--- config.mk ---
export PLATFORM = sky130hd
export DESIGN_NAME = oai211_vector_sequencer
export DESIGN_NICKNAME = d
export VERILOG_FILES = /design/src/rtl/oai211_seq_pkg.sv /design/src/rtl/oai211_settle_timer.sv /design/src/rtl/oai211_vector_sequencer.sv
export SDC_FILE = /design/constraint.sdc
export NUM_CORES = 1
export LEC_CHECK = 0
export BUFFER_PORTS_ARGS = -buffer_cell sky130_fd_sc_hd__buf_2
export CAP_MARGIN = 15
export CELL_PAD_IN_SITES_DETAIL_PLACEMENT = 2
export CELL_PAD_IN_SITES_GLOBAL_PLACEMENT = 2
export CORE_MARGIN = 5
export CORE_UTILIZATION = 37
export DETAILED_ROUTE_END_ITERATION = 16
export PLACE_DENSITY = 0.8
export SYNTH_ARGS = -nofsm -noshare
export SYNTH_HDL_FRONTEND = slang
export SYNTH_SLANG_ARGS = --single-unit
--- constraint.sdc ---
create_clock -name CLK -period 4.2 [get_ports CLK]
set_input_delay 0.42 -clock CLK [delete_from_list [all_inputs] [get_ports CLK]]
set_output_delay 0.42 -clock CLK [all_outputs]
set_load 0.01 [all_outputs]
--- src/rtl/oai211_seq_pkg.sv ---
// ---------------------------------------------------------------------------
// oai211_seq_pkg
// Shared definitions for the OAI211 vector sequencer.
//   - seq_state_t   : sequencer FSM states (3-bit encoding)
//   - OAI211_EXP_TT : expected ZN for vector index v (bit v)
//   - PIN_*         : bit positions of each cell pin within the vector index
// Optional feature macro used by the sequencer: OAI211_VECTOR_SEQUENCER_LOOP_EN
// ---------------------------------------------------------------------------
package oai211_seq_pkg;

  typedef enum logic [2:0] {
    ST_IDLE   = 3'd0,
    ST_APPLY  = 3'd1,
    ST_SETTLE = 3'd2,
    ST_SAMPLE = 3'd3,
    ST_DONE   = 3'd4
  } seq_state_t;

  // ZN = !((A1|A2)&B&C); zero only for v = 7, 11, 15
  localparam logic [15:0] OAI211_EXP_TT = 16'h777F;

  localparam int PIN_A1 = 3;
  localparam int PIN_A2 = 2;
  localparam int PIN_B  = 1;
  localparam int PIN_C  = 0;

endpackage

--- src/rtl/oai211_settle_timer.sv ---
// ---------------------------------------------------------------------------
// oai211_settle_timer
// Loadable 4-bit down-counter that times the settle window after a vector
// has been applied to the cell.
// Ports:
//   clk        : rising-edge clock
//   rst_n      : asynchronous active-low reset
//   load       : load settle_cyc into the counter on this edge
//   settle_cyc : settle length in cycles (1..15 when used)
//   expire     : high during the last settle cycle (counter == 1)
// ---------------------------------------------------------------------------
module oai211_settle_timer (
  input  logic       clk,
  input  logic       rst_n,
  input  logic       load,
  input  logic [3:0] settle_cyc,
  output logic       expire
);

  logic [3:0] count;

  // Counter parks at zero once drained so expire fires only once per load.
  always_ff @(posedge clk or negedge rst_n) begin
    if (!rst_n) begin
      count <= 4'd0;
    end else if (load) begin
      count <= settle_cyc;
    end else if (count != 4'd0) begin
      count <= count - 4'd1;
    end
  end

  assign expire = (count == 4'd1);

endmodule

--- src/rtl/oai211_vector_sequencer.sv ---
// ---------------------------------------------------------------------------
// oai211_vector_sequencer
// Self-test controller for one OAI211 cell. Sweeps all 16 input vectors onto
// A1/A2/B/C, waits SETTLE_CYC cycles, samples ZN and compares against the
// expected truth table. Reports pass/fail, a saturating error count and the
// first failing vector.
// Parameters:
//   SETTLE_CYC : idle cycles between applying a vector and sampling (0..15)
//   NUM_PASSES : full sweeps per START (1..255)
//   ERR_W      : width of the saturating error counter
// Ports:
//   CLK, RN          : clock, asynchronous active-low reset
//   START, ABORT     : sweep start pulse, synchronous abort (ABORT wins)
//   ZN               : cell output under test
//   A1, A2, B, C     : registered drive to the cell
//   BUSY, DONE, PASS : status (PASS valid while DONE)
//   ERR_CNT          : mismatch count, saturating
//   FAIL_VEC         : index of the first mismatching vector
//   FAIL_SEEN        : set on the first mismatch
// Optional feature: define OAI211_VECTOR_SEQUENCER_LOOP_EN to sweep forever
// until ABORT; DONE never asserts and PASS tracks ERR_CNT==0 while busy.
// ---------------------------------------------------------------------------
module oai211_vector_sequencer
  import oai211_seq_pkg::*;
#(
  parameter int SETTLE_CYC = 2,
  parameter int NUM_PASSES = 1,
  parameter int ERR_W      = 8
) (
  input  logic             CLK,
  input  logic             RN,
  input  logic             START,
  input  logic             ABORT,
  input  logic             ZN,
  output logic             A1,
  output logic             A2,
  output logic             B,
  output logic             C,
  output logic             BUSY,
  output logic             DONE,
  output logic             PASS,
  output logic [ERR_W-1:0] ERR_CNT,
  output logic [3:0]       FAIL_VEC,
  output logic             FAIL_SEEN
);

  localparam logic [3:0]       SETTLE_LD = 4'(SETTLE_CYC);
  localparam logic [ERR_W-1:0] ERR_ONE   = ERR_W'(1);

`ifndef OAI211_VECTOR_SEQUENCER_LOOP_EN
  localparam logic [7:0] LAST_PASS = 8'(NUM_PASSES - 1);
  logic [7:0] pass_cnt;
`endif

  seq_state_t state;
  logic [3:0] vec;
  logic [3:0] drive;
  logic       active;
  logic       mismatch;
  logic       settle_load;
  logic       settle_expire;

  assign active      = (state == ST_APPLY) || (state == ST_SETTLE) || (state == ST_SAMPLE);
  assign mismatch    = (ZN != OAI211_EXP_TT[vec]);
  assign settle_load = (state == ST_APPLY);

  assign A1 = drive[PIN_A1];
  assign A2 = drive[PIN_A2];
  assign B  = drive[PIN_B];
  assign C  = drive[PIN_C];

  oai211_settle_timer u_settle_timer (
    .clk        (CLK),
    .rst_n      (RN),
    .load       (settle_load),
    .settle_cyc (SETTLE_LD),
    .expire     (settle_expire)
  );

  // Main FSM. BUSY/DONE/PASS are registered from the current state, so they
  // trail the state by one edge; START and ABORT override them directly so
  // that clearing is visible right after the accepting edge.
  always_ff @(posedge CLK or negedge RN) begin
    if (!RN) begin
      state     <= ST_IDLE;
      vec       <= 4'd0;
      drive     <= 4'd0;
      BUSY      <= 1'b0;
      DONE      <= 1'b0;
      PASS      <= 1'b0;
      ERR_CNT   <= '0;
      FAIL_VEC  <= 4'd0;
      FAIL_SEEN <= 1'b0;
`ifndef OAI211_VECTOR_SEQUENCER_LOOP_EN
      pass_cnt  <= 8'd0;
`endif
    end else if (ABORT) begin
      // Error history is kept for debug; only the sweep itself is dropped.
      state <= ST_IDLE;
      drive <= 4'd0;
      BUSY  <= 1'b0;
      DONE  <= 1'b0;
    end else begin
      BUSY <= active;
`ifdef OAI211_VECTOR_SEQUENCER_LOOP_EN
      DONE <= 1'b0;
      PASS <= active && (ERR_CNT == '0);
`else
      DONE <= (state == ST_DONE);
      PASS <= (state == ST_DONE) && (ERR_CNT == '0);
`endif
      case (state)
        ST_IDLE, ST_DONE: begin
          if (START) begin
            ERR_CNT   <= '0;
            FAIL_VEC  <= 4'd0;
            FAIL_SEEN <= 1'b0;
            PASS      <= 1'b0;
            DONE      <= 1'b0;
            vec       <= 4'd0;
            drive     <= 4'd0;
`ifndef OAI211_VECTOR_SEQUENCER_LOOP_EN
            pass_cnt  <= 8'd0;
`endif
            state     <= ST_APPLY;
          end
        end
        ST_APPLY: begin
          state <= (SETTLE_LD != 4'd0) ? ST_SETTLE : ST_SAMPLE;
        end
        ST_SETTLE: begin
          if (settle_expire) begin
            state <= ST_SAMPLE;
          end
        end
        ST_SAMPLE: begin
          if (mismatch) begin
            if (ERR_CNT != '1) begin
              ERR_CNT <= ERR_CNT + ERR_ONE;
            end
            if (!FAIL_SEEN) begin
              FAIL_SEEN <= 1'b1;
              FAIL_VEC  <= vec;
            end
          end
          // The next vector is driven on the same edge that enters APPLY.
          if (vec != 4'd15) begin
            vec   <= vec + 4'd1;
            drive <= vec + 4'd1;
            state <= ST_APPLY;
`ifdef OAI211_VECTOR_SEQUENCER_LOOP_EN
          end else begin
            vec   <= 4'd0;
            drive <= 4'd0;
            state <= ST_APPLY;
          end
`else
          end else if (pass_cnt < LAST_PASS) begin
            vec      <= 4'd0;
            drive    <= 4'd0;
            pass_cnt <= pass_cnt + 8'd1;
            state    <= ST_APPLY;
          end else begin
            state <= ST_DONE;
          end
`endif
        end
        default: state <= ST_IDLE;
      endcase
    end
  end

endmodule

==> run_results.csv <==
group,metric,value,unit
global_route,overflow,0,
setup_path,cp-end-kind,"flip-flop",
clock_tree,clkTransAtPathRegs,0.07,ns
clock_tree,clockRootBuffer,"clkbuf_8",
clock_tree,cts_made_buffers,5,
clock_tree,htreeDepth,2,
clock_tree,cts.path.max_buffers,2,
clock_tree,cts_tree,"done",
drt,drc,0,
setup_path,cp_data_arrival_time,2.46,ns
yosys,ys_types,49,
power,vdd_drop_max,148,uV
drt,drt_iter0_drc,76,
clock_tree,cts-hold-fix-buffers,0,
global_route,grt_usage,18.1,%
hold_path,min_path_type,"in -> async",
placed_design,dp_cells,243,
finish,final_common_cell,"dfrtp_1",
finish,layout-drive-gt1-share,19.7,%
setup_path,cp_max_fo,9,
yosys,synthTopCellsByArea,"dfrtp_1 46%, ha_1 5.2%, nand2_1 4.0%",
drt,viasPerCell,5.83,
drt,wirelength,5.05,mm
finish,areaGrowthSynthToFinish,14.1,%
setup_path,r2r-end,"ERR_CNT[7]$_DFFE_PN0P_",
sta,fmax,0.429,GHz
placed_design,place_congestion,0.848,
setup_path,rr_startpoint,"vec[0]$_DFFE_PN0P_",
clock_tree,cts.sinks,31,
yosys,synth-edff-count,0,
floorplan,rows,24,
yosys,ys_ff_latch,31,
finish,final_cells,250,
drt,ant_nets,0,
global_route,grt_pass1_wl,8.74,mm
yosys,synth_flop_cell,"dfrtp_1",
sta,slew_violations,0,
placed_design,port_buffers,24,
finish,fin_nets,210,
drt,routedWlPerCell,20.2,um
yosys,synth_top_area_cell,"dfrtp_1",
sta,finClkSkew,0.00686,ns
yosys,yosysWarningCount,0,
yosys,mappedNetlistNets,185,
setup_path,ff2ff_setup_slack,1.87,ns
floorplan,ios,25,
clock_tree,worstSkewPairLatency,0.28,ns
finish,nFillCells,474,
floorplan,start_util,38.5,%
sta,rsz0062_at_grt,"false",
sta,final_hold_viol_count,0,
yosys,syn_avg_cell_area,9.81,um2
power,p_per_area,484,mW/mm2
clock_tree,ctsResizeCount,0,
sta,tns,0,ns
setup_path,cp-endpoint,"ERR_CNT[7]$_DFFE_PN0P_",
yosys,yosysSeqAreaShare,45.7,%
power,leakage,0.915,nW
finish,layout_common_cells,"31 x dfrtp_1, 24 x buf_2, 18 x nand2_1, 15 x nor2_1, 12 x inv_1",
floorplan,fp.dieW,77.7,um
floorplan,fp.coreArea,0.00441,mm2
setup_path,start_kind,"flip-flop",
drt,vias,1458,
finish,n_antenna_cell,0,
global_route,antenna_found_initial,0,
clock_tree,post_cts_buffers,0,
outcome,status,"finished clean",
setup_path,ff2ff_path_depth,6,
setup_path,crit_start,"vec[0]$_DFFE_PN0P_",
sta,worst_pin_slew,0.759,ns
sta,finalSetupViolCount,0,
sta,period_share,55.5,%
setup_path,critPathKind,"reg -> reg",
sta,maxSlewHeadroom,49.1,%
setup_path,cp_data_required_time,4.33,ns
flow_run,max_cap_violations,0,
sta,fin_crit,2.33,ns
yosys,synth_area,0.00170,mm2
drt,dr.pass1.iters,4,
yosys,synth.top_cell.area_share,45.7,%
global_route,grt_pass1_vias,1692,
floorplan,die_h,77.7,um
yosys,syn_inst,173,
yosys,async_flop_share,100,%
floorplan,die-area,0.00604,mm2
placed_design,post-dp-hpwl,3.77,mm
power,total_power,0.000938,W
global_route,grt_max_degree,32,
==> worst min path at each step <==
stage | to | depth (start not counted)
floorplan | BUSY$_DFF_PN0_ | 0
global placement | PASS$_DFFE_PN0N_ | 1
detailed placement | PASS$_DFFE_PN0N_ | 1
CTS | drive[2]$_DFFE_PN0P_ | 1
global route | drive[2]$_DFFE_PN0P_ | 1
finish | drive[0]$_DFFE_PN0P_ | 1
==> kinds of logic (layout without fill, tap and decap cells) <==
logic type	after synthesis	in the layout	share of synthesized area, %
AO/OA/AOI/OAI	37	37	17.0
XOR/XNOR	3	3	1.99
adder cells (fa/ha/maj)	7	7	5.16
buffers and inverters	18	43	4.64
flip-flops	31	31	45.7
multiplexers	5	5	3.24
AND/OR/NAND/NOR	72	72	22.3
==> final cells by class <==
cell class / count / area, um2 / area share, %
sequential: 31 / 776 / 40.1
tap: 52 / 65.1 / 3.36
multi-input combinational: 124 / 843 / 43.5
inverter: 12 / 45.0 / 2.33
clock buffer: 6 / 82.6 / 4.26
timing repair buffer: 24 / 120 / 6.20
clock inverter: 1 / 5.00 / 0.258
==> cell usage after synthesis (4+ instances only) <==
cell      count
or3_1         4
nand3_1      11
inv_1        12
dfrtp_1      31
nor3_1        4
o221ai_1      4
o21ai_0       4
nor2_1       15
a21oi_1       9
nand2_1      18
ha_1          7
==> critical path, stage by stage, from the launching register on <==
cell,delay [ns]
dfrtp_1,0.42
ha_1,0.27
ha_1,0.21
mux2i_2,0.27
xnor2_1,0.29
o311ai_0,0.52
o211ai_1,0.18
==> report_power, final <==
group	leakage, nW	internal, W	switching (W)
clock	0.0470	0.000128	0.000109
sequential	0.423	0.000346	0.0000670
combinational	0.445	0.000114	0.000174
==> through the flow <==
stage	instance area, um2	worst slack [ns]	utilization, %	hold slack, ns
floorplan	1700	2.32	-	0.124
global placement	1850	2.15	41.9	0.494
detailed placement	1850	1.98	41.9	0.502
CTS	1940	1.87	43.9	0.214
global route	1940	1.70	43.9	0.255
finish	1940	1.87	43.9	0.193
==> routing by layer <==
metal  vias to the layer above  global-route usage, %  share of wire [%]
met5                         -                      0                  0
met4                         0                   6.53                2.0
met3                        10                   4.28                4.0
met2                        34                   30.1                 50
met1                       742                   22.9                 44
li1                        672                      -                  -
==> state kept, by name, summed over array words and instances, names as in the netlist <==
register	flops
ERR_CNT	8
FAIL_VEC	4
drive	4
u_settle_timer.count	4
vec	4
state	3
BUSY	1
DONE	1
FAIL_SEEN	1
PASS	1
Power figures use the tool's default switching activity.
